File: config.mk
export PLATFORM = sky130hd
export DESIGN_NAME = cavlc_coeff_stats_scanner
export DESIGN_NICKNAME = d
export VERILOG_FILES = /design/src/rtl/cavlc_pkg.sv /design/src/rtl/cavlc_t1_tracker.sv /design/src/rtl/cavlc_coeff_stats_scanner.sv
export SDC_FILE = /design/constraint.sdc
export NUM_CORES = 1
export LEC_CHECK = 0
export CORE_ASPECT_RATIO = 0.75
export CORE_MARGIN = 10
export CORE_UTILIZATION = 28
export CTS_BUF_LIST = sky130_fd_sc_hd__clkbuf_4 sky130_fd_sc_hd__clkbuf_8
export CTS_CLUSTER_DIAMETER = 120
export DETAILED_ROUTE_END_ITERATION = 16
export GPL_TIMING_DRIVEN = 0
export PLACE_DENSITY = 0.51
export SLEW_MARGIN = 20
export SYNTH_ARGS = -nofsm -noshare
export SYNTH_HDL_FRONTEND = slang
export SYNTH_SLANG_ARGS = --single-unit
File: constraint.sdc
create_clock -name clk -period 4.49 [get_ports clk]
set_clock_uncertainty 0.1 [all_clocks]
set_input_delay 0.898 -clock clk [delete_from_list [all_inputs] [get_ports clk]]
set_output_delay 0.898 -clock clk [all_outputs]
set_load 0.01 [all_outputs]
File: src/rtl/cavlc_pkg.sv
// Shared constants, state encoding and statistics record for the CAVLC coefficient scanner.
package cavlc_pkg;

    localparam int CAVLC_MAX_COEFFS = 16;
    localparam int CAVLC_MAX_T1     = 3;
    localparam int CAVLC_CNT_W      = $clog2(CAVLC_MAX_COEFFS + 1);
    localparam int CAVLC_T1_W       = $clog2(CAVLC_MAX_T1 + 1);

    typedef enum logic {
        SCAN = 1'b0,
        HOLD = 1'b1
    } scan_state_e;

    typedef struct packed {
        logic [CAVLC_CNT_W-1:0]  total_coeff;
        logic [CAVLC_T1_W-1:0]   trailing_ones;
        logic [CAVLC_MAX_T1-1:0] t1_signs;
        logic [CAVLC_CNT_W-1:0]  total_zeros;
        logic                    len_err;
    } cavlc_stats_t;

endpackage

File: src/rtl/cavlc_t1_tracker.sv
// Tracks the run of trailing +/-1 coefficients at the high-frequency end of a block
// and shifts in their sign bits, newest in the LSB.
module cavlc_t1_tracker
    import cavlc_pkg::*;
#(
    parameter int COEFF_W = 8,
    parameter int MAX_T1  = CAVLC_MAX_T1,
    localparam int TW     = $clog2(MAX_T1 + 1)
) (
    input  logic               clk,
    input  logic               rst,
    input  logic               clear,
    input  logic               beat,
    input  logic [COEFF_W-1:0] coeff,
    output logic [TW-1:0]      trailing_ones,
    output logic [MAX_T1-1:0]  t1_signs
);

    logic              t1_open_reg;
    logic [TW-1:0]     t1_cnt_reg;
    logic [MAX_T1-1:0] t1_signs_reg;
    logic              nz;
    logic              one;

    assign nz  = (coeff != '0);
    // All-ones is -1; the most-negative code can never match either pattern.
    assign one = (coeff == COEFF_W'(1)) || (coeff == {COEFF_W{1'b1}});

    always_ff @(posedge clk) begin
        if (rst || clear) begin
            t1_open_reg  <= 1'b1;
            t1_cnt_reg   <= '0;
            t1_signs_reg <= '0;
        end else if (beat) begin
            if (nz && !one) begin
                t1_open_reg <= 1'b0;
            end else if (t1_open_reg && one && (t1_cnt_reg < TW'(MAX_T1))) begin
                t1_signs_reg <= {t1_signs_reg[MAX_T1-2:0], coeff[COEFF_W-1]};
                t1_cnt_reg   <= t1_cnt_reg + 1'b1;
            end
        end
    end

    assign trailing_ones = t1_cnt_reg;
    assign t1_signs      = t1_signs_reg;

endmodule

File: src/rtl/cavlc_coeff_stats_scanner.sv
// Single-pass CAVLC header statistics over a reverse-scan residual block,
// with valid/ready handshakes on the coefficient and statistics sides.
module cavlc_coeff_stats_scanner
    import cavlc_pkg::*;
#(
    parameter int COEFF_W    = 8,
    parameter int MAX_COEFFS = CAVLC_MAX_COEFFS,
    parameter int MAX_T1     = CAVLC_MAX_T1,
    localparam int CW        = $clog2(MAX_COEFFS + 1),
    localparam int TW        = $clog2(MAX_T1 + 1)
) (
    input  logic               clk,
    input  logic               rst,
    input  logic [COEFF_W-1:0] coeff_i,
    input  logic               coeff_valid,
    input  logic               coeff_last,
    output logic               coeff_ready,
    input  logic [CW-1:0]      max_coeff,
    output logic               stats_valid,
    input  logic               stats_ready,
    output logic [CW-1:0]      total_coeff,
    output logic [TW-1:0]      trailing_ones,
    output logic [MAX_T1-1:0]  t1_signs,
    output logic [CW-1:0]      total_zeros,
    output logic               len_err
);

    scan_state_e   state_reg;
    logic [CW-1:0] beat_cnt_reg;
    logic [CW-1:0] max_len_reg;
    logic [CW-1:0] total_coeff_reg;
    logic [CW-1:0] total_zeros_reg;
    logic          seen_nz_reg;
    logic          len_err_reg;

    logic          accept;
    logic          release_stats;
    logic          first_beat;
    logic          nz;
    logic          at_max;
    logic          end_blk;
    logic [CW-1:0] beat_num;
    logic [CW-1:0] max_len;

    assign accept        = coeff_valid && (state_reg == SCAN);
    assign release_stats = (state_reg == HOLD) && stats_ready;
    assign first_beat    = (beat_cnt_reg == '0);
    // The block length is live on the first beat and latched for the rest.
    assign max_len       = first_beat ? max_coeff : max_len_reg;
    assign beat_num      = beat_cnt_reg + 1'b1;
    assign at_max        = (beat_num == max_len);
    assign end_blk       = coeff_last || at_max;
    assign nz            = (coeff_i != '0);

    always_ff @(posedge clk) begin
        if (rst || release_stats) begin
            state_reg       <= SCAN;
            beat_cnt_reg    <= '0;
            max_len_reg     <= '0;
            total_coeff_reg <= '0;
            total_zeros_reg <= '0;
            seen_nz_reg     <= 1'b0;
            len_err_reg     <= 1'b0;
        end else if (accept) begin
            beat_cnt_reg <= beat_num;
            if (first_beat) begin
                max_len_reg <= max_coeff;
            end
            if (nz) begin
                total_coeff_reg <= total_coeff_reg + 1'b1;
                seen_nz_reg     <= 1'b1;
            end else if (seen_nz_reg) begin
                total_zeros_reg <= total_zeros_reg + 1'b1;
            end
            // Either an early last or a missing last at the length limit is an error.
            if (end_blk) begin
                state_reg   <= HOLD;
                len_err_reg <= !(coeff_last && at_max);
            end
        end
    end

    cavlc_t1_tracker #(
        .COEFF_W (COEFF_W),
        .MAX_T1  (MAX_T1)
    ) u_t1_tracker (
        .clk           (clk),
        .rst           (rst),
        .clear         (release_stats),
        .beat          (accept),
        .coeff         (coeff_i),
        .trailing_ones (trailing_ones),
        .t1_signs      (t1_signs)
    );

    assign coeff_ready = (state_reg == SCAN);
    assign stats_valid = (state_reg == HOLD);
    assign total_coeff = total_coeff_reg;
    assign total_zeros = total_zeros_reg;
    assign len_err     = len_err_reg;

endmodule

==> results summary, run 1 <==
The initial DRC count came out at 31. Buffers inserted to repair hold after CTS numbered 0. Using the TritonRoute via totals, the vias-per-cell ratio works out to between 4 and 5. In this run the cell area measured after placement is 1860 sq um. The CTS tree is done.

Overall power consumption after layout is estimated at approximately 0.00061 W. Yosys printed 0 warnings. The setup violation total in the final timing report is 0. Along the worst hold path, the cell count comes to 1. The most critical setup path has its startpoint at coeff_i[3]. The final sum of negative setup slack is 0 ps. The I/O pin count is 36. The port buffer count came out at 35. The mapped netlist covers about 1400 sq um.

Setup repair after global routing left no endpoint under its margin. The global router's overall resource usage came out at 0.0838. The final antenna diode count came out at 0.

The clock transition at the register clock pins on the worst setup and hold paths after CTS came out at 60 ps. The normalized max-slew margin came out at 0.626. The hold violation count in the final report came out at 0. Measured along the y axis, the die boundary spans 82.1 microns. The share of the clock period used by the worst path after layout came out at 0.665. The worst-case hold slack is 348 ps. The number of nets handed over by synthesis was 187. The starting density of the core came out at 0.292. The post-route cell area came out at about 2000 sq um. The clock root buffer master is sky130_fd_sc_hd__clkbuf_8. The final antenna-violating net count came out at 0.

The min-delay analysis places its worst path in the category flop to flop. In this run the most critical hold path is launched from u_t1_tracker.t1_open_reg. The leakage power summed over all cells is 0.778 nW.

The maximum number of pins on one net before global-route repair is 11. The number of buffers inserted during clock tree synthesis is 5. The number of pins with negative max-slew slack in the final report is 0. For this run, the register share of the synthesized area comes to 0.403. The distinct cell type count after synthesis is 33. The reported max-cap violation count is 0. The total instance count after detailed placement is 259.

The final routed DRC violation total is 0. The depth of the worst register-to-register path is 8. The data arrival at the endpoint of the critical path came out at 3040 ps. The half-perimeter wire length of the detailed placement result is 2.63 mm. The dominant register cell in the synthesized netlist is sky130_fd_sc_hd__dfxtp_1. The per-cell routed wire length is 12.7 microns.

Static timing analysis puts the maximum clock frequency at 0.335 GHz. The worst-case IR drop observed on VDD is 0.112 mV. The share of flip-flops with an asynchronous set or reset is 0. The critical path data required time came out at 4540 ps. The row count came out at 22.

The worst setup path is launched from a primary input. The core region is 4930 sq um. The clock sink total is 29. The largest buffer count on any clock path came out at 2. The total die area is 8440 sq um. The flow ran to the end, and the final reports show no timing, DRC or antenna violations.

From synthesis to final layout, the design area changed by 36.6%. The detailed-route via count came out at 1233. The via count of the first global-routing pass was around 1200. The post-layout instance count excluding filler cells came out at between 200 and 300. At the pin with the least slew margin, the transition time is between 500 and 600 ps. The final period demand of the worst path came out at between 2000 and 3000 ps. After technology mapping, the gate count stands at 164.

The number of nets in the final layout is 229. The largest driver fanout on the critical path came out at 5. The first-pass detailed-route iteration total came out at 4.

The number of storage elements in the synthesis netlist came out at 29. Of the cells placed in the final design, the portion with a size suffix greater than 1 is 0.0773. The global-route wire length before repair came out at 5.55 mm.

After clock tree synthesis, the repair step resized 0 gates. The final layout contains routed wiring with a total length of around 3.4 mm. In this run the power density over the cells is between 300 and 400 nW/um^2. STA classifies the critical path endpoint as a flop. A synthesized cell averages 8.77 sq um. The number of enable-type register cells in the synthesized netlist came out at 0. The initial antenna violation count came out at 0.

The H-tree depth reported by CTS is 2. In this run the post-CTS setup repair buffer count came out at 0. The worst flop-to-flop path startpoint is beat_cnt_reg[0]. The class of the most critical setup path is primary input to flop. The final weighted congestion in routability-driven placement is 0.734. The clock latency reported for the late side of the worst-skew pair is 280 ps. The sum of overflow across all layers after global routing came out at 0. The width of the chip is 103 microns.
==> where the power goes <==
| group | switching, W | internal [W] | total, W |
|---|---|---|---|
| combinational | 0.0000498 | 0.0000483 | 0.0000981 |
| sequential | 0.00000897 | 0.000268 | 0.000277 |
| clock | 0.0000986 | 0.000138 | 0.000237 |
| total | 0.000157 | 0.000454 | 0.000612 |
==> synthesized netlist by cell type, types with 2 or more instances <==
cell type,count,area [sq um]
sky130_fd_sc_hd__mux2i_1,8,80.1
sky130_fd_sc_hd__dfxtp_1,29,581
sky130_fd_sc_hd__nor2_1,28,105
sky130_fd_sc_hd__nand3_1,7,35.0
sky130_fd_sc_hd__inv_1,5,18.8
sky130_fd_sc_hd__nor3_1,2,10.0
sky130_fd_sc_hd__xor2_1,10,87.6
sky130_fd_sc_hd__buf_2,4,20.0
sky130_fd_sc_hd__a211oi_1,3,22.5
sky130_fd_sc_hd__a21o_1,2,15.0
sky130_fd_sc_hd__nand2_1,14,52.6
sky130_fd_sc_hd__and4_1,2,17.5
sky130_fd_sc_hd__ha_1,5,62.6
sky130_fd_sc_hd__xnor2_1,8,70.1
sky130_fd_sc_hd__clkbuf_1,6,22.5
sky130_fd_sc_hd__nand4_1,6,37.5
sky130_fd_sc_hd__a21oi_1,9,45.0
==> metrics by stage <==
stage                      util  setup WS, ps
after detailed placement  0.378          1190
after global placement    0.378          1200
after global routing      0.399          1340
after floorplan               -          1770
final                     0.399          1500
after CTS                 0.399          1490
==> routing by layer <==
metal / global-route usage / vias to the layer above / share of wire
met1: 0.106 / 553 / 0.52
met3: 0.0461 / 5 / 0.091
met4: 0.0332 / 0 / 0.010
li1: - / 647 / -
met5: 0 / - / 0
met2: 0.116 / 28 / 0.38
==> critical path, stage by stage <==
cell	delay, ps
sky130_fd_sc_hd__clkdlybuf4s50_1	420
sky130_fd_sc_hd__or4_4	550
sky130_fd_sc_hd__nor4_4	180
sky130_fd_sc_hd__o21ai_1	140
sky130_fd_sc_hd__or4b_1	460
sky130_fd_sc_hd__buf_2	180
sky130_fd_sc_hd__mux2i_1	160
sky130_fd_sc_hd__nor2_1	50
==> cell type report <==
class | instances | area [sq um]
fillers | 513 | 2960
inverters | 5 | 18.8
clock buffers | 7 | 96.3
repair buffers | 35 | 350
multi-input cells | 120 | 797
plain buffers | 10 | 42.5
flip-flops and latches | 29 | 581
well taps | 60 | 75.1
clock inverters | 1 | 5.00
==> logic make-up after synthesis <==
group | count (synthesis) | share of synthesized area
AO/OA/AOI/OAI | 19 | 0.0817
flip-flops | 29 | 0.403
XOR/XNOR | 18 | 0.110
AND/OR/NAND/NOR | 69 | 0.256
adder cells (fa/ha/maj) | 5 | 0.0435
multiplexers | 9 | 0.0635
buffers and inverters | 15 | 0.0426
==> worst paths after layout <==
| path | slack, ps | to |
|---|---|---|
| min reg2reg | 350 | u_t1_tracker.t1_open_reg |
| max | 1500 | u_t1_tracker.t1_signs[1] |
| max reg2reg | 2050 | len_err |
| min | 350 | u_t1_tracker.t1_open_reg |
==> cells in the final DEF (no fill, tap or decap) <==
cell type / Yosys / routed
sky130_fd_sc_hd__a211oi_1: 3 / 3
sky130_fd_sc_hd__a21o_1: 2 / 2
sky130_fd_sc_hd__a21oi_1: 9 / 9
sky130_fd_sc_hd__a22oi_1: 1 / 1
sky130_fd_sc_hd__a311oi_1: 1 / 1
sky130_fd_sc_hd__a32oi_1: 1 / 1
sky130_fd_sc_hd__and3b_1: 1 / 1
sky130_fd_sc_hd__and4_1: 2 / 2
sky130_fd_sc_hd__buf_2: 4 / 4
sky130_fd_sc_hd__clkbuf_1: 6 / 6
sky130_fd_sc_hd__clkbuf_8: 0 / 7
sky130_fd_sc_hd__clkdlybuf4s50_1: 0 / 35
sky130_fd_sc_hd__clkinv_2: 0 / 1
sky130_fd_sc_hd__dfxtp_1: 29 / 29
sky130_fd_sc_hd__ha_1: 5 / 5
sky130_fd_sc_hd__inv_1: 5 / 5
sky130_fd_sc_hd__mux2_2: 1 / 1
sky130_fd_sc_hd__mux2i_1: 8 / 8
sky130_fd_sc_hd__nand2_1: 14 / 14
sky130_fd_sc_hd__nand3_1: 7 / 7
sky130_fd_sc_hd__nand4_1: 6 / 6
sky130_fd_sc_hd__nand4b_1: 1 / 1
sky130_fd_sc_hd__nor2_1: 28 / 28
sky130_fd_sc_hd__nor2b_1: 1 / 1
sky130_fd_sc_hd__nor3_1: 2 / 2
sky130_fd_sc_hd__nor3b_1: 1 / 1
sky130_fd_sc_hd__nor4_1: 1 / 1
sky130_fd_sc_hd__nor4_4: 1 / 1
sky130_fd_sc_hd__nor4b_4: 1 / 1
sky130_fd_sc_hd__o21ai_0: 1 / 1
sky130_fd_sc_hd__o21ai_1: 1 / 1
sky130_fd_sc_hd__or3_1: 1 / 1
sky130_fd_sc_hd__or4_4: 1 / 1
sky130_fd_sc_hd__or4b_1: 1 / 1
sky130_fd_sc_hd__xnor2_1: 8 / 8
sky130_fd_sc_hd__xor2_1: 10 / 10
No activity file was read; power rests on OpenSTA's default activity.
==> run 2: changes to the inputs <==
Settings changed: PLACE_DENSITY 0.51 to 0.53.
Clock period 4.49 ns to 2.6 ns, I/O delays scaled along.
==> results summary, run 2 (synthesis gave the netlist of run 1 again) <==
The flow ran to the end, and the final reports show no timing, DRC or antenna violations. The depth of the worst register-to-register path is 8. The initial antenna violation count came out at 1. The post-detailed-placement cell area came out at 1860 sq um.

The layout overhead on the synthesized area is 41.6%. STA classifies the critical path startpoint as a primary input. The data arrival at the endpoint of the critical path came out at ~2500 ps. In the layout the commonest cells are 31 x sky130_fd_sc_hd__clkdlybuf4s50_1, 29 x sky130_fd_sc_hd__dfxtp_1, 28 x sky130_fd_sc_hd__nor2_1.

The largest driver fanout on the critical path is 5. The hold violation count in the final report was 0. The reported max-cap violation count came out at 0. The final routed DRC violation total came out at 0. Based on the critical path, the design can be clocked at up to 0.413 GHz. In the final routed layout, each cell accounts on average for 13.4 microns. The global-route wire length before repair came out at just under 6 mm.

The worst-case hold slack came out at 345 ps. Detailed placement finished with a half-perimeter wire length of 2.66 mm. At the end of the flow the core is filled with cells to 0.413. During I/O placement, the number of pins put on the boundary was 36. The maximum number of pins on one net before global-route repair is 11. The width of the chip came out at 103 microns.

The detailed-route via count came out at 1245. The final sum of negative setup slack came out at 0 ps. The post-route cell area is 2040 sq um. The H-tree depth reported by CTS is 2. The root buffer cell chosen for the clock tree is sky130_fd_sc_hd__clkbuf_8. The number of pins with negative max-slew slack in the final report was 0.

The share of the clock period used by the worst path after layout came out at 0.932. The final period demand of the worst path came out at 2420 ps. The clock latency reported for the late side of the worst-skew pair came out at between 200 and 300 ps.

The post-layout total power is about 0.0012 W. The number of nets in the final layout came out at 230. In this run the critical register-to-register path is captured at len_err. Using the TritonRoute via totals, the vias-per-cell ratio works out to 4.63. The final weighted congestion in routability-driven placement came out at 0.760.

TritonCTS built the clock tree. In this run the worst setup path begins at coeff_i[5]. The clock transition at the register clock pins on the worst setup and hold paths after CTS is 70 ps. For this configuration, the core starts out at a cell density of 0.292. The placeable core region came out at about 4900 sq um.

In this run the most critical hold path is launched from u_t1_tracker.t1_open_reg. The final antenna-violating net count came out at 0. The post-detailed-routing wire length came out at 3.60 mm.

The leakage power summed over all cells came out at 0.837 nW. The clock passes through at most 2 buffers. The die height came out at about 80 microns.

The first-pass detailed-route iteration total is 6. The worst setup path is of the primary input to flop kind. The worst register-to-register path has a setup slack of 200 ps.

The sum of overflow across all layers after global routing is 0. The via count of the first global-routing pass was around 1200. The number of buffers inserted during clock tree synthesis came out at 5. The setup violation total in the final timing report is 0. The type of the worst min-delay path is flop to flop. The worst setup path is captured at a flop. The library cell used most frequently in the layout, excluding fill and tap cells, is sky130_fd_sc_hd__clkdlybuf4s50_1. The row count came out at 22. The largest vdd supply drop came out at about 0.27 mV. The total die area is ~8400 sq um. Setup repair after global routing left no endpoint under its margin. The transition time of the tightest slew-check pin is 658 ps.

The total power density per cell area is 599 nW/um^2. The worst flop-to-flop path startpoint is beat_cnt_reg[0]. The clock sink total came out at 29. The global router's overall resource usage came out at 0.0892.

The worst setup path endpoint is u_t1_tracker.trailing_ones[0]. The critical path data required time is 2650 ps. After the first detailed-routing iteration, the DRC count stood at 29.

The hold-fix buffer count after cts came out at 0. The port buffer count is 35. The fraction of final layout cells sized beyond drive strength 1 is 0.0962. In this run the tightest slew margin relative to its limit is 0.561.
[run 2: cell types whose count changed in the layout (fill, tap and decap cells not counted), sizes merged]
cell	change
clkdlybuf4s50	-4
bufinv	+2
dlymetal6s2s	+4
clkbuf	-2
buf	+1
diode	+1
[run 2: how the worst min path moves through the flow]
stage	endpoint	depth (start not counted)
4_1_cts	u_t1_tracker.t1_open_reg	1
5_1_grt	u_t1_tracker.t1_open_reg	1
2_1_floorplan	u_t1_tracker.t1_open_reg	1
3_3_place_gp	u_t1_tracker.t1_open_reg	1
3_5_place_dp	u_t1_tracker.t1_open_reg	1
6_report	u_t1_tracker.t1_open_reg	1
[run 2: per-stage QoR]
stage | worst slack [ps] | cells
final | 176 | 269
after global routing | 6.29 | 269
after CTS | 5.28 | 267
after detailed placement | -310 | 259
after global placement | -309 | 259
after floorplan | 256 | 164
[run 2: what timing repair did]
| action | in CTS | in global routing |
|---|---|---|
| resized for setup | 1 | 8 |
| setup buffers | 0 | 1 |
| endpoints found under the setup margin | 3 | 6 |
| pin swaps | 1 | 4 |
| gates cloned | 0 | 0 |
[run 2: where the power goes]
part	internal (W)	switching (W)	total [W]
clock	0.000381	0.000187	0.000568
combinational	0.0000853	0.0000885	0.000174
sequential	0.000462	0.0000161	0.000478
total	0.000928	0.000291	0.00122
[run 2: layer usage]
layer,share of wire,vias up,track usage
li1,-,649,-
met1,0.50,565,0.114
met2,0.40,27,0.118
met3,0.093,4,0.0570
met4,0.011,0,0.0291
met5,0,-,0
[run 2: cell type report]
type                       instances  area (sq um)
clock inverter                     3          65.1
fill                             491          2890
tap                               60          75.1
timing repair buffer              36           368
sequential                        29           581
clock buffer                       5          68.8
multi-input combinational        120           810
inverter                           5          18.8
buffer                            10          48.8
antenna                            1          2.50
[run 2: critical path, cell delays in order]
cell	delay (ps)
sky130_fd_sc_hd__dlymetal6s2s_1	130
sky130_fd_sc_hd__or4_4	540
sky130_fd_sc_hd__nor4_4	280
sky130_fd_sc_hd__o21ai_2	110
sky130_fd_sc_hd__or4b_1	540
sky130_fd_sc_hd__buf_6	150
sky130_fd_sc_hd__xor2_1	130
sky130_fd_sc_hd__nor2_1	60
==> run 3: changes to the inputs <==
Settings changed: CAP_MARGIN from default to 10.
==> results of run 3 <==
The final DEF is identical to that of run 2; final timing and power are the same.
